## src/rtl/instr_decode_stage_pkg.sv

```systemverilog
`default_nettype none
// ============================================================================
//  Module      : instr_pkg
//  Description : Shared opcode constants, ALU-operation encoding, decoded
//                control bundle and field-position helper for the 28-bit
//                processor decode stage.
//  Revision    : 1.0 - initial release
// ============================================================================
package instr_pkg;

   // Defined opcodes; every other opcode value decodes as illegal
   localparam int unsigned OP_ADD   = 0;
   localparam int unsigned OP_ADDU  = 1;
   localparam int unsigned OP_STORE = 2;
   localparam int unsigned OP_LOAD  = 3;
   localparam int unsigned OP_LOADI = 4;
   localparam int unsigned OP_BEQ   = 5;
   localparam int unsigned OP_SLT   = 6;

   typedef enum logic [2:0] {
      ALU_ADD   = 3'd0,
      ALU_ADDU  = 3'd1,
      ALU_SUB   = 3'd2,
      ALU_SLT   = 3'd3,
      ALU_PASSB = 3'd4
   } alu_op_e;

   // Datapath control signals carried alongside each decoded instruction
   typedef struct packed {
      alu_op_e alu_op;
      logic    alu_src_imm;
      logic    reg_write;
      logic    mem_read;
      logic    mem_write;
      logic    branch;
      logic    uses_rs;
      logic    uses_rt;
      logic    illegal;
   } ctrl_t;

   // Field identifiers, listed from least to most significant position
   localparam int FLD_IMM = 0;
   localparam int FLD_RD  = 1;
   localparam int FLD_RT  = 2;
   localparam int FLD_RS  = 3;
   localparam int FLD_OP  = 4;

   // LSB position of a field: imm sits at bit 0, then Rd, Rt, Rs, opcode
   function automatic int field_lsb(input int fld, input int reg_w, input int imm_w);
      return (fld == FLD_IMM) ? 0 : imm_w + (fld - 1) * reg_w;
   endfunction

   // Control decode of one opcode; unknown opcodes flag illegal with no side effects
   function automatic ctrl_t decode_ctrl(input logic [31:0] op);
      ctrl_t c;
      c             = '0;
      c.alu_op      = ALU_PASSB;
      c.illegal     = 1'b1;
      case (op)
         OP_ADD, OP_ADDU: begin
            c.illegal   = 1'b0;
            c.alu_op    = (op == OP_ADD) ? ALU_ADD : ALU_ADDU;
            c.reg_write = 1'b1;
            c.uses_rs   = 1'b1;
            c.uses_rt   = 1'b1;
         end
         OP_STORE: begin
            c.illegal     = 1'b0;
            c.alu_op      = ALU_ADD;
            c.alu_src_imm = 1'b1;
            c.mem_write   = 1'b1;
            c.uses_rs     = 1'b1;
         end
         OP_LOAD: begin
            c.illegal     = 1'b0;
            c.alu_op      = ALU_ADD;
            c.alu_src_imm = 1'b1;
            c.mem_read    = 1'b1;
            c.reg_write   = 1'b1;
            c.uses_rs     = 1'b1;
         end
         OP_LOADI: begin
            c.illegal     = 1'b0;
            c.alu_op      = ALU_PASSB;
            c.alu_src_imm = 1'b1;
            c.reg_write   = 1'b1;
         end
         OP_BEQ: begin
            c.illegal = 1'b0;
            c.alu_op  = ALU_SUB;
            c.branch  = 1'b1;
            c.uses_rs = 1'b1;
            c.uses_rt = 1'b1;
         end
         OP_SLT: begin
            c.illegal   = 1'b0;
            c.alu_op    = ALU_SLT;
            c.reg_write = 1'b1;
            c.uses_rs   = 1'b1;
            c.uses_rt   = 1'b1;
         end
         default: ;
      endcase
      return c;
   endfunction

endpackage
`default_nettype wire

```

## src/rtl/instr_decode_stage_if.sv

```systemverilog
`default_nettype none
// ============================================================================
//  Module      : instr_decode_stage_if
//  Description : Fetch-side and execute-side valid/ready channels of the
//                decode stage. The stage is the slave; its environment
//                (fetch plus downstream consumer) is the master.
//  Revision    : 1.0 - initial release
// ============================================================================
interface instr_decode_stage_if #(
   parameter int OP_W    = 5,
   parameter int REG_W   = 5,
   parameter int IMM_W   = 8,
   parameter int INSTR_W = 28,
   parameter int DATA_W  = 28,
   parameter int PC_W    = 16
);
   import instr_pkg::*;

   logic               in_valid;
   logic               in_ready;
   logic [INSTR_W-1:0] in_instr;
   logic [PC_W-1:0]    in_pc;

   logic               out_valid;
   logic               out_ready;
   logic [OP_W-1:0]    out_opcode;
   logic [REG_W-1:0]   out_rs;
   logic [REG_W-1:0]   out_rt;
   logic [REG_W-1:0]   out_rd;
   logic [DATA_W-1:0]  out_imm;
   logic [PC_W-1:0]    out_pc;
   logic [PC_W-1:0]    out_br_target;
   alu_op_e            out_alu_op;
   logic               out_alu_src_imm;
   logic               out_reg_write;
   logic               out_mem_read;
   logic               out_mem_write;
   logic               out_branch;
   logic               out_uses_rs;
   logic               out_uses_rt;
   logic               out_illegal;

   modport master (
      output in_valid, in_instr, in_pc, out_ready,
      input  in_ready, out_valid, out_opcode, out_rs, out_rt, out_rd, out_imm,
             out_pc, out_br_target, out_alu_op, out_alu_src_imm, out_reg_write,
             out_mem_read, out_mem_write, out_branch, out_uses_rs, out_uses_rt,
             out_illegal
   );

   modport slave (
      input  in_valid, in_instr, in_pc, out_ready,
      output in_ready, out_valid, out_opcode, out_rs, out_rt, out_rd, out_imm,
             out_pc, out_br_target, out_alu_op, out_alu_src_imm, out_reg_write,
             out_mem_read, out_mem_write, out_branch, out_uses_rs, out_uses_rt,
             out_illegal
   );

endinterface
`default_nettype wire

```

## src/rtl/instr_decode_stage_comb.sv

```systemverilog
`default_nettype none
// ============================================================================
//  Module      : instr_decode_comb
//  Description : Purely combinational decode of one instruction word and its
//                pc into fields, extended immediate, branch target and
//                control signals.
//  Revision    : 1.0 - initial release
// ============================================================================
module instr_decode_comb
   import instr_pkg::*;
#(
   parameter int OP_W    = 5,
   parameter int REG_W   = 5,
   parameter int IMM_W   = 8,
   parameter int INSTR_W = 28,
   parameter int DATA_W  = 28,
   parameter int PC_W    = 16
) (
   input  logic [INSTR_W-1:0] i_instr,
   input  logic [PC_W-1:0]    i_pc,
   output logic [OP_W-1:0]    o_opcode,
   output logic [REG_W-1:0]   o_rs,
   output logic [REG_W-1:0]   o_rt,
   output logic [REG_W-1:0]   o_rd,
   output logic [DATA_W-1:0]  o_imm,
   output logic [PC_W-1:0]    o_br_target,
   output ctrl_t              o_ctrl
);

   localparam int c_OP_LSB = field_lsb(FLD_OP, REG_W, IMM_W);
   localparam int c_RS_LSB = field_lsb(FLD_RS, REG_W, IMM_W);
   localparam int c_RT_LSB = field_lsb(FLD_RT, REG_W, IMM_W);
   localparam int c_RD_LSB = field_lsb(FLD_RD, REG_W, IMM_W);

   logic [OP_W-1:0]  w_opcode;
   logic [REG_W-1:0] w_rs_raw;
   logic [REG_W-1:0] w_rt_raw;
   logic [REG_W-1:0] w_rd_raw;
   logic [IMM_W-1:0] w_imm_raw;
   logic             w_is_store;
   logic             w_is_load;
   logic             w_is_loadi;
   logic             w_is_beq;

   assign w_opcode  = i_instr[c_OP_LSB +: OP_W];
   assign w_rs_raw  = i_instr[c_RS_LSB +: REG_W];
   assign w_rt_raw  = i_instr[c_RT_LSB +: REG_W];
   assign w_rd_raw  = i_instr[c_RD_LSB +: REG_W];
   assign w_imm_raw = i_instr[IMM_W-1:0];

   assign w_is_store = (w_opcode == OP_W'(OP_STORE));
   assign w_is_load  = (w_opcode == OP_W'(OP_LOAD));
   assign w_is_loadi = (w_opcode == OP_W'(OP_LOADI));
   assign w_is_beq   = (w_opcode == OP_W'(OP_BEQ));

   // Field outputs: register numbers the opcode does not use are forced to 0
   // so hazard logic never matches on stale encoding bits
   always_comb begin
      o_opcode = w_opcode;
      o_rs     = w_is_loadi ? '0 : w_rs_raw;
      o_rt     = (w_is_store || w_is_load || w_is_loadi) ? '0 : w_rt_raw;
      o_rd     = w_is_beq ? '0 : w_rd_raw;
      o_imm    = w_is_loadi ? DATA_W'(w_imm_raw) : DATA_W'($signed(w_imm_raw));
      // Branch offset is always signed, regardless of opcode
      o_br_target = i_pc + PC_W'($signed(w_imm_raw));
      o_ctrl      = decode_ctrl(32'(w_opcode));
   end

endmodule
`default_nettype wire

```

## src/rtl/instr_decode_stage.sv

```systemverilog
`default_nettype none
// ============================================================================
//  Module      : instr_decode_stage
//  Description : Registered decode pipeline stage. Combinational decode feeds
//                a main output register backed by one skid entry so in_ready
//                can be registered while sustaining one instruction per cycle.
//  Revision    : 1.0 - initial release
// ============================================================================
module instr_decode_stage
   import instr_pkg::*;
#(
   parameter int OP_W    = 5,
   parameter int REG_W   = 5,
   parameter int IMM_W   = 8,
   parameter int INSTR_W = 28,
   parameter int DATA_W  = 28,
   parameter int PC_W    = 16
) (
   input  logic               clk,
   input  logic               rst,
   input  logic               flush,
   instr_decode_stage_if.slave bus
);

   // Reject inconsistent geometry at elaboration time
   generate
      if (INSTR_W != OP_W + 3 * REG_W + IMM_W) begin : g_bad_instr_w
         $error("instr_decode_stage: INSTR_W must equal OP_W+3*REG_W+IMM_W");
      end
      if (DATA_W < IMM_W) begin : g_bad_data_w
         $error("instr_decode_stage: DATA_W must be >= IMM_W");
      end
   endgenerate

   typedef struct packed {
      logic [OP_W-1:0]   opcode;
      logic [REG_W-1:0]  rs;
      logic [REG_W-1:0]  rt;
      logic [REG_W-1:0]  rd;
      logic [DATA_W-1:0] imm;
      logic [PC_W-1:0]   pc;
      logic [PC_W-1:0]   br_target;
      ctrl_t             ctrl;
   } bundle_t;

   logic [OP_W-1:0]   w_opcode;
   logic [REG_W-1:0]  w_rs;
   logic [REG_W-1:0]  w_rt;
   logic [REG_W-1:0]  w_rd;
   logic [DATA_W-1:0] w_imm;
   logic [PC_W-1:0]   w_br_target;
   ctrl_t             w_ctrl;
   bundle_t           w_dec;
   logic              w_in_fire;
   logic              w_main_free;

   bundle_t r_main;
   bundle_t r_skid;
   logic    r_main_valid;
   logic    r_skid_valid;
   logic    r_in_ready;

   instr_decode_comb #(
      .OP_W    (OP_W),
      .REG_W   (REG_W),
      .IMM_W   (IMM_W),
      .INSTR_W (INSTR_W),
      .DATA_W  (DATA_W),
      .PC_W    (PC_W)
   ) u_decode (
      .i_instr     (bus.in_instr),
      .i_pc        (bus.in_pc),
      .o_opcode    (w_opcode),
      .o_rs        (w_rs),
      .o_rt        (w_rt),
      .o_rd        (w_rd),
      .o_imm       (w_imm),
      .o_br_target (w_br_target),
      .o_ctrl      (w_ctrl)
   );

   assign w_dec = '{opcode:    w_opcode,
                    rs:        w_rs,
                    rt:        w_rt,
                    rd:        w_rd,
                    imm:       w_imm,
                    pc:        bus.in_pc,
                    br_target: w_br_target,
                    ctrl:      w_ctrl};

   assign w_in_fire   = bus.in_valid && r_in_ready;
   // Main register can take new content when empty or being consumed this cycle
   assign w_main_free = !r_main_valid || bus.out_ready;

   // Main/skid handshake state; in_ready tracks the next-cycle skid emptiness
   always_ff @(posedge clk) begin
      if (rst) begin
         r_main_valid <= 1'b0;
         r_skid_valid <= 1'b0;
         r_in_ready   <= 1'b0;
         r_main       <= '0;
         r_skid       <= '0;
      end else if (flush) begin
         r_main_valid <= 1'b0;
         r_skid_valid <= 1'b0;
         r_in_ready   <= 1'b1;
      end else if (w_main_free) begin
         // in_ready is low whenever skid is full, so skid and input never compete
         if (r_skid_valid) begin
            r_main       <= r_skid;
            r_main_valid <= 1'b1;
            r_skid_valid <= 1'b0;
         end else begin
            r_main_valid <= w_in_fire;
            if (w_in_fire) begin
               r_main <= w_dec;
            end
         end
         r_in_ready <= 1'b1;
      end else if (w_in_fire) begin
         // Main is stalled: park the new bundle and stop accepting
         r_skid       <= w_dec;
         r_skid_valid <= 1'b1;
         r_in_ready   <= 1'b0;
      end
   end

   assign bus.in_ready        = r_in_ready;
   assign bus.out_valid       = r_main_valid;
   assign bus.out_opcode      = r_main.opcode;
   assign bus.out_rs          = r_main.rs;
   assign bus.out_rt          = r_main.rt;
   assign bus.out_rd          = r_main.rd;
   assign bus.out_imm         = r_main.imm;
   assign bus.out_pc          = r_main.pc;
   assign bus.out_br_target   = r_main.br_target;
   assign bus.out_alu_op      = r_main.ctrl.alu_op;
   assign bus.out_alu_src_imm = r_main.ctrl.alu_src_imm;
   assign bus.out_reg_write   = r_main.ctrl.reg_write;
   assign bus.out_mem_read    = r_main.ctrl.mem_read;
   assign bus.out_mem_write   = r_main.ctrl.mem_write;
   assign bus.out_branch      = r_main.ctrl.branch;
   assign bus.out_uses_rs     = r_main.ctrl.uses_rs;
   assign bus.out_uses_rt     = r_main.ctrl.uses_rt;
   assign bus.out_illegal     = r_main.ctrl.illegal;

endmodule
`default_nettype wire
```

## src/flat_wrapper.sv

```systemverilog
// flat-port wrapper written by rule: the top's interface ports become plain ports
module instr_decode_stage_flat import instr_pkg::*;
#(
   parameter int OP_W    = 5,
   parameter int REG_W   = 5,
   parameter int IMM_W   = 8,
   parameter int INSTR_W = 28,
   parameter int DATA_W  = 28,
   parameter int PC_W    = 16
)
  (clk, rst, flush, bus_in_valid, bus_in_instr, bus_in_pc, bus_out_ready, bus_in_ready, bus_out_valid, bus_out_opcode, bus_out_rs, bus_out_rt, bus_out_rd, bus_out_imm, bus_out_pc, bus_out_br_target, bus_out_alu_op, bus_out_alu_src_imm, bus_out_reg_write, bus_out_mem_read, bus_out_mem_write, bus_out_branch, bus_out_uses_rs, bus_out_uses_rt, bus_out_illegal);
  instr_decode_stage_if #(.OP_W(OP_W), .REG_W(REG_W), .IMM_W(IMM_W), .INSTR_W(INSTR_W), .DATA_W(DATA_W), .PC_W(PC_W)) bus_i ();
  input  logic clk;
  input  logic rst;
  input  logic flush;
  input wire logic [$bits(bus_i.in_valid)-1:0] bus_in_valid;
  input wire logic [$bits(bus_i.in_instr)-1:0] bus_in_instr;
  input wire logic [$bits(bus_i.in_pc)-1:0] bus_in_pc;
  input wire logic [$bits(bus_i.out_ready)-1:0] bus_out_ready;
  output wire logic [$bits(bus_i.in_ready)-1:0] bus_in_ready;
  output wire logic [$bits(bus_i.out_valid)-1:0] bus_out_valid;
  output wire logic [$bits(bus_i.out_opcode)-1:0] bus_out_opcode;
  output wire logic [$bits(bus_i.out_rs)-1:0] bus_out_rs;
  output wire logic [$bits(bus_i.out_rt)-1:0] bus_out_rt;
  output wire logic [$bits(bus_i.out_rd)-1:0] bus_out_rd;
  output wire logic [$bits(bus_i.out_imm)-1:0] bus_out_imm;
  output wire logic [$bits(bus_i.out_pc)-1:0] bus_out_pc;
  output wire logic [$bits(bus_i.out_br_target)-1:0] bus_out_br_target;
  output wire logic [$bits(bus_i.out_alu_op)-1:0] bus_out_alu_op;
  output wire logic [$bits(bus_i.out_alu_src_imm)-1:0] bus_out_alu_src_imm;
  output wire logic [$bits(bus_i.out_reg_write)-1:0] bus_out_reg_write;
  output wire logic [$bits(bus_i.out_mem_read)-1:0] bus_out_mem_read;
  output wire logic [$bits(bus_i.out_mem_write)-1:0] bus_out_mem_write;
  output wire logic [$bits(bus_i.out_branch)-1:0] bus_out_branch;
  output wire logic [$bits(bus_i.out_uses_rs)-1:0] bus_out_uses_rs;
  output wire logic [$bits(bus_i.out_uses_rt)-1:0] bus_out_uses_rt;
  output wire logic [$bits(bus_i.out_illegal)-1:0] bus_out_illegal;
  assign bus_i.in_valid = bus_in_valid;
  assign bus_i.in_instr = bus_in_instr;
  assign bus_i.in_pc = bus_in_pc;
  assign bus_i.out_ready = bus_out_ready;
  assign bus_in_ready = bus_i.in_ready;
  assign bus_out_valid = bus_i.out_valid;
  assign bus_out_opcode = bus_i.out_opcode;
  assign bus_out_rs = bus_i.out_rs;
  assign bus_out_rt = bus_i.out_rt;
  assign bus_out_rd = bus_i.out_rd;
  assign bus_out_imm = bus_i.out_imm;
  assign bus_out_pc = bus_i.out_pc;
  assign bus_out_br_target = bus_i.out_br_target;
  assign bus_out_alu_op = bus_i.out_alu_op;
  assign bus_out_alu_src_imm = bus_i.out_alu_src_imm;
  assign bus_out_reg_write = bus_i.out_reg_write;
  assign bus_out_mem_read = bus_i.out_mem_read;
  assign bus_out_mem_write = bus_i.out_mem_write;
  assign bus_out_branch = bus_i.out_branch;
  assign bus_out_uses_rs = bus_i.out_uses_rs;
  assign bus_out_uses_rt = bus_i.out_uses_rt;
  assign bus_out_illegal = bus_i.out_illegal;
  instr_decode_stage #(.OP_W(OP_W), .REG_W(REG_W), .IMM_W(IMM_W), .INSTR_W(INSTR_W), .DATA_W(DATA_W), .PC_W(PC_W)) u_core (.clk(clk), .rst(rst), .flush(flush), .bus(bus_i));
endmodule
```

## config.mk

```make
export PLATFORM = sky130hd
export DESIGN_NAME = instr_decode_stage_flat
export DESIGN_NICKNAME = d
export VERILOG_FILES = /design/src/rtl/instr_decode_stage_pkg.sv /design/src/rtl/instr_decode_stage_if.sv /design/src/rtl/instr_decode_stage_comb.sv /design/src/rtl/instr_decode_stage.sv /design/src/flat_wrapper.sv
export SDC_FILE = /design/constraint.sdc
export NUM_CORES = 1
export LEC_CHECK = 0
export ABC_CLOCK_PERIOD_IN_PS = 6900
export BUFFER_PORTS_ARGS = -buffer_cell sky130_fd_sc_hd__buf_2
export CORE_MARGIN = 1
export CORE_UTILIZATION = 35
export CTS_CLUSTER_SIZE = 28
export DETAILED_ROUTE_END_ITERATION = 8
export PLACE_DENSITY = 0.59
export SLEW_MARGIN = 20
export SYNTH_ARGS = -nofsm -noshare
export SYNTH_HDL_FRONTEND = slang
export SYNTH_SLANG_ARGS = --single-unit
```

## constraint.sdc

```tcl
create_clock -name clk -period 6.9 [get_ports clk]
set_input_delay 1.38 -clock clk [delete_from_list [all_inputs] [get_ports clk]]
set_output_delay 1.38 -clock clk [all_outputs]
set_load 0.1 [all_outputs]
```

==> impl_metrics.json <==
{
  "synth.most_common_cell": "nand2_1",
  "clock_power_share_pct": 42.6,
  "cp_num_buf_inv": 1,
  "tritoncts.num_buffers": 17,
  "die_outline_area_um2": 20230,
  "cts_num_sinks": 147,
  "vert_die_dim_um": 142.2,
  "worstPathRequired_ns": 7.22,
  "clock_transition_at_the_registers_of_the_reported_paths_ns": 0.06,
  "holdPathEnd": "u_core.r_skid[87]",
  "synthesis.instances": 853,
  "top_cell_type_by_total_area_after_synthesis": "dfxtp_1",
  "cts_htree_levels": 4,
  "cts_tree": "done",
  "vdd_ir_drop_max_mv": 0.1573,
  "clock_insertion_delay_worst_skew_ns": 0.41,
  "grt_pass1_wl_mm": 29.01,
  "largest_cells_by_area_after_synthesis": "dfxtp_1, nand2_1, a21oi_1",
  "nets": 995,
  "dp_cells": 1171,
  "track_usage_pct": 18.15,
  "reg2reg_from": "u_core.r_skid_valid",
  "hold_path_depth": 2,
  "internal-power_uw": 1557,
  "floorplan.initialDensity_pct": 36.18,
  "num-fill-cells": 1942,
  "finalMaxSlewViolations": 0,
  "worst_setup_path_end_kind": "flip-flop",
  "power.share.combinational_pct": 18.6,
  "layoutNonFillerInstCount": 1203,
  "initial_antenna_violation_count": 0,
  "timing.hold.ws_ns": 0.4526,
  "timing.setup.critical_path_class": "primary input to flip-flop",
  "ys_top_cells_by_count": "nand2_1, dfxtp_1, a21oi_1",
  "power.density_nw_per_um2": 278.9,
  "avgViaCountPerCell": 5.030,
  "final_layout_size_suffix_gt1_share_pct": 20.57,
  "n_antenna_cell": 0,
  "synthesis.area_per_instance_um2": 8.068,
  "synth_cell_type_count": 60,
  "yosysSeqAreaShare_pct": 42.76,
  "grt_start_max_net_pins": 90,
  "switching_power_uw": 726.2,
  "arrival_ns": 3.58,
  "areaGrowthSynthToFinish_pct": 18.95,
  "vias": 6051,
  "wire_per_inst_um": 14.67,
  "timing.critical_path.fanout_max": 86,
  "ff2ff_setup_slack_ns": 4.21,
  "leak_pwr_uw": 0.003157,
  "power.share.switching_pct": 31.81,
  "max_stage_delay_ns": 0.76,
  "worst_slew_margin_rel_pct": 32.00,
  "final.period_utilization_pct": 47.22,
  "mappedNetlistArea_um2": 6882,
  "r2r_worst_path_depth": 6,
  "detailed_route_drc_error_count": 0,
  "synthDominantCellAreaShare_pct": 42.76,
  "cts_repair_resize_count": 0,
  "mappedNetlistNets": 918,
  "multi_input_comb_area_um2": 3495,
  "cp_top_family": "simple AND/OR/NAND/NOR gates",
  "worstReg2RegEnd": "u_core.bus.out_br_target[12]",
  "maximum_clock_skew_at_final_layout_ns": 0.004150,
  "rsz0062_at_grt": "false",
  "final_worst_path_period_need_ns": 3.258,
  "detailedRoute.firstIterationViolations": 449,
  "post-cts-setup-buffers": 0,
  "synthArstFlopShare_pct": 0,
  "hold_class": "flip-flop to flip-flop",
  "dieWidth_um": 142.2,
  "worst_setup_sp_type": "primary input",
  "num_rows": 50,
  "tightestPinTransition_ns": 1.020,
  "setup_viol": 0,
  "drt-pass1-iter-count": 4,
  "sequential_cell_area_um2": 2947,
  "clock-root-buffer": "clkbuf_16",
  "ys_ff_latch": 147,
  "placeable_area_um2": 19020,
  "totalNegativeSetupSlack_ns": 0,
  "buffer_ports.inserted": 141,
  "cts_hold_repair.buffers": 0,
  "crit_path_top_delay_cell": "nand3_4",
  "synth_ff_type": "dfxtp_1",
  "pwr-share-seq_pct": 38.8,
  "hold_start": "u_core.r_skid[87]",
  "ys.warnings.count": 0,
  "routed_wl_mm": 17.65,
  "hold_viol": 0,
  "max_freq_mhz": 306.9,
  "result_of_the_run": "complete, no violations",
  "maximum_capacitance_violations": 0,
  "hpwl_mm": 11.01,
  "synth-edff-count": 0,
  "place.gp.congestion": 0.7915,
  "cp_cell_sequence": "buf_2 > nand2b_1 > nor2_1 > nand3_4 > or3_1 > o311ai_1",
  "grt_pass1_vias": 5572,
  "max-clock-path-buffers": 2,
  "detail-route-antenna-nets": 0,
  "global_route.overflow_total": 0,
  "top_level_ports": 142
}
## worst reg2reg max path, cell delays in order, from the launching register on
cell and delay (ns):
dfxtp_4 0.66, a21o_1 0.16, and3_4 0.75, buf_4 0.52, o311a_1 0.24, a21oi_1 0.04
a311oi_1 0.23
## layout by cell type, fill, tap and decap left out, types with 19 or more instances in the layout
cell type    n
mux2i_1     32
dfxtp_1    146
nand3_1     35
a21oi_1     90
nand2_1    148
o21ai_0     20
nor2_1      89
buf_2      140
a211oi_1    49
nor3_1      19
## cell families (layout without fill, tap and decap cells)
| family | count (synthesis) | in the layout | synth area share (%) |
|---|---|---|---|
| buffers and inverters | 99 | 189 | 6.727 |
| DFF | 147 | 147 | 42.76 |
| muxes | 33 | 33 | 4.818 |
| adders and majority gates | 16 | 16 | 3.018 |
| xor gates and xnor gates | 12 | 12 | 1.527 |
| AOI/OAI and AO/OA | 216 | 216 | 20.47 |
| and+or+nand+nor | 330 | 330 | 20.67 |
## through the flow
| step | area, um^2 | utilization, % | total power [uW] | setup WS [ns] |
|---|---|---|---|---|
| floorplan | 6882 | - | 1255 | 3.681 |
| global placement | 7557 | 39.74 | 1330 | 3.219 |
| detailed placement | 7557 | 39.74 | 1331 | 3.152 |
| CTS | 8185 | 43.04 | 2313 | 3.619 |
| global route | 8185 | 43.04 | 2379 | 3.395 |
| finish | 8185 | 43.04 | 2283 | 3.642 |
## flip-flops by register name (all words and copies together), names as in the netlist, 3 cells and up
name                      count
u_core.bus.out_alu_op         3
u_core.bus.out_br_target     16
u_core.bus.out_imm            9
u_core.bus.out_opcode         5
u_core.bus.out_pc            16
u_core.bus.out_rd             5
u_core.bus.out_rs             5
u_core.bus.out_rt             5
u_core.r_skid                72
## worst max-delay path by stage
stage	from	end	slack, ns	cells after the start
after global placement	bus_out_ready	u_core.r_skid[23]	3.22	6
after detailed placement	bus_out_ready	u_core.r_skid[24]	3.15	6
after global routing	bus_out_ready	u_core.r_skid[24]	3.39	6
final	bus_out_ready	u_core.r_skid[24]	3.64	6
after floorplan	bus_in_pc[0]	u_core.bus.out_br_target[12]	3.68	9
after CTS	bus_out_ready	u_core.r_skid[24]	3.62	6
## layer usage
layer	GRT usage [%]	vias up	part of all wire [%]
met5	0	-	0
met4	5.603	0	1.2
met3	4.374	10	4.2
met2	28.84	121	46
met1	24.17	2775	48
li1	-	3145	-
## power by group through the flow
stage | Sequential, uW | Clock, uW | Combinational (uW)
2_1_floorplan | 1060 | 0 | 190
3_3_place_gp | 905 | 0 | 426
3_5_place_dp | 905 | 0 | 427
4_1_cts | 886 | 999 | 428
5_1_grt | 889 | 1040 | 455
6_report | 886 | 972 | 425
## layout make-up
type                    instances  share of cell area [%]
repair buffers                147                   9.202
clock buffers                  18                   5.503
flip-flops and latches        147                   36.00
clock inverters                14                   2.171
well taps                     260                   3.974
inverters                      10                  0.4586
multi-input cells             607                   42.69
(Power assumes the default switching activity.)
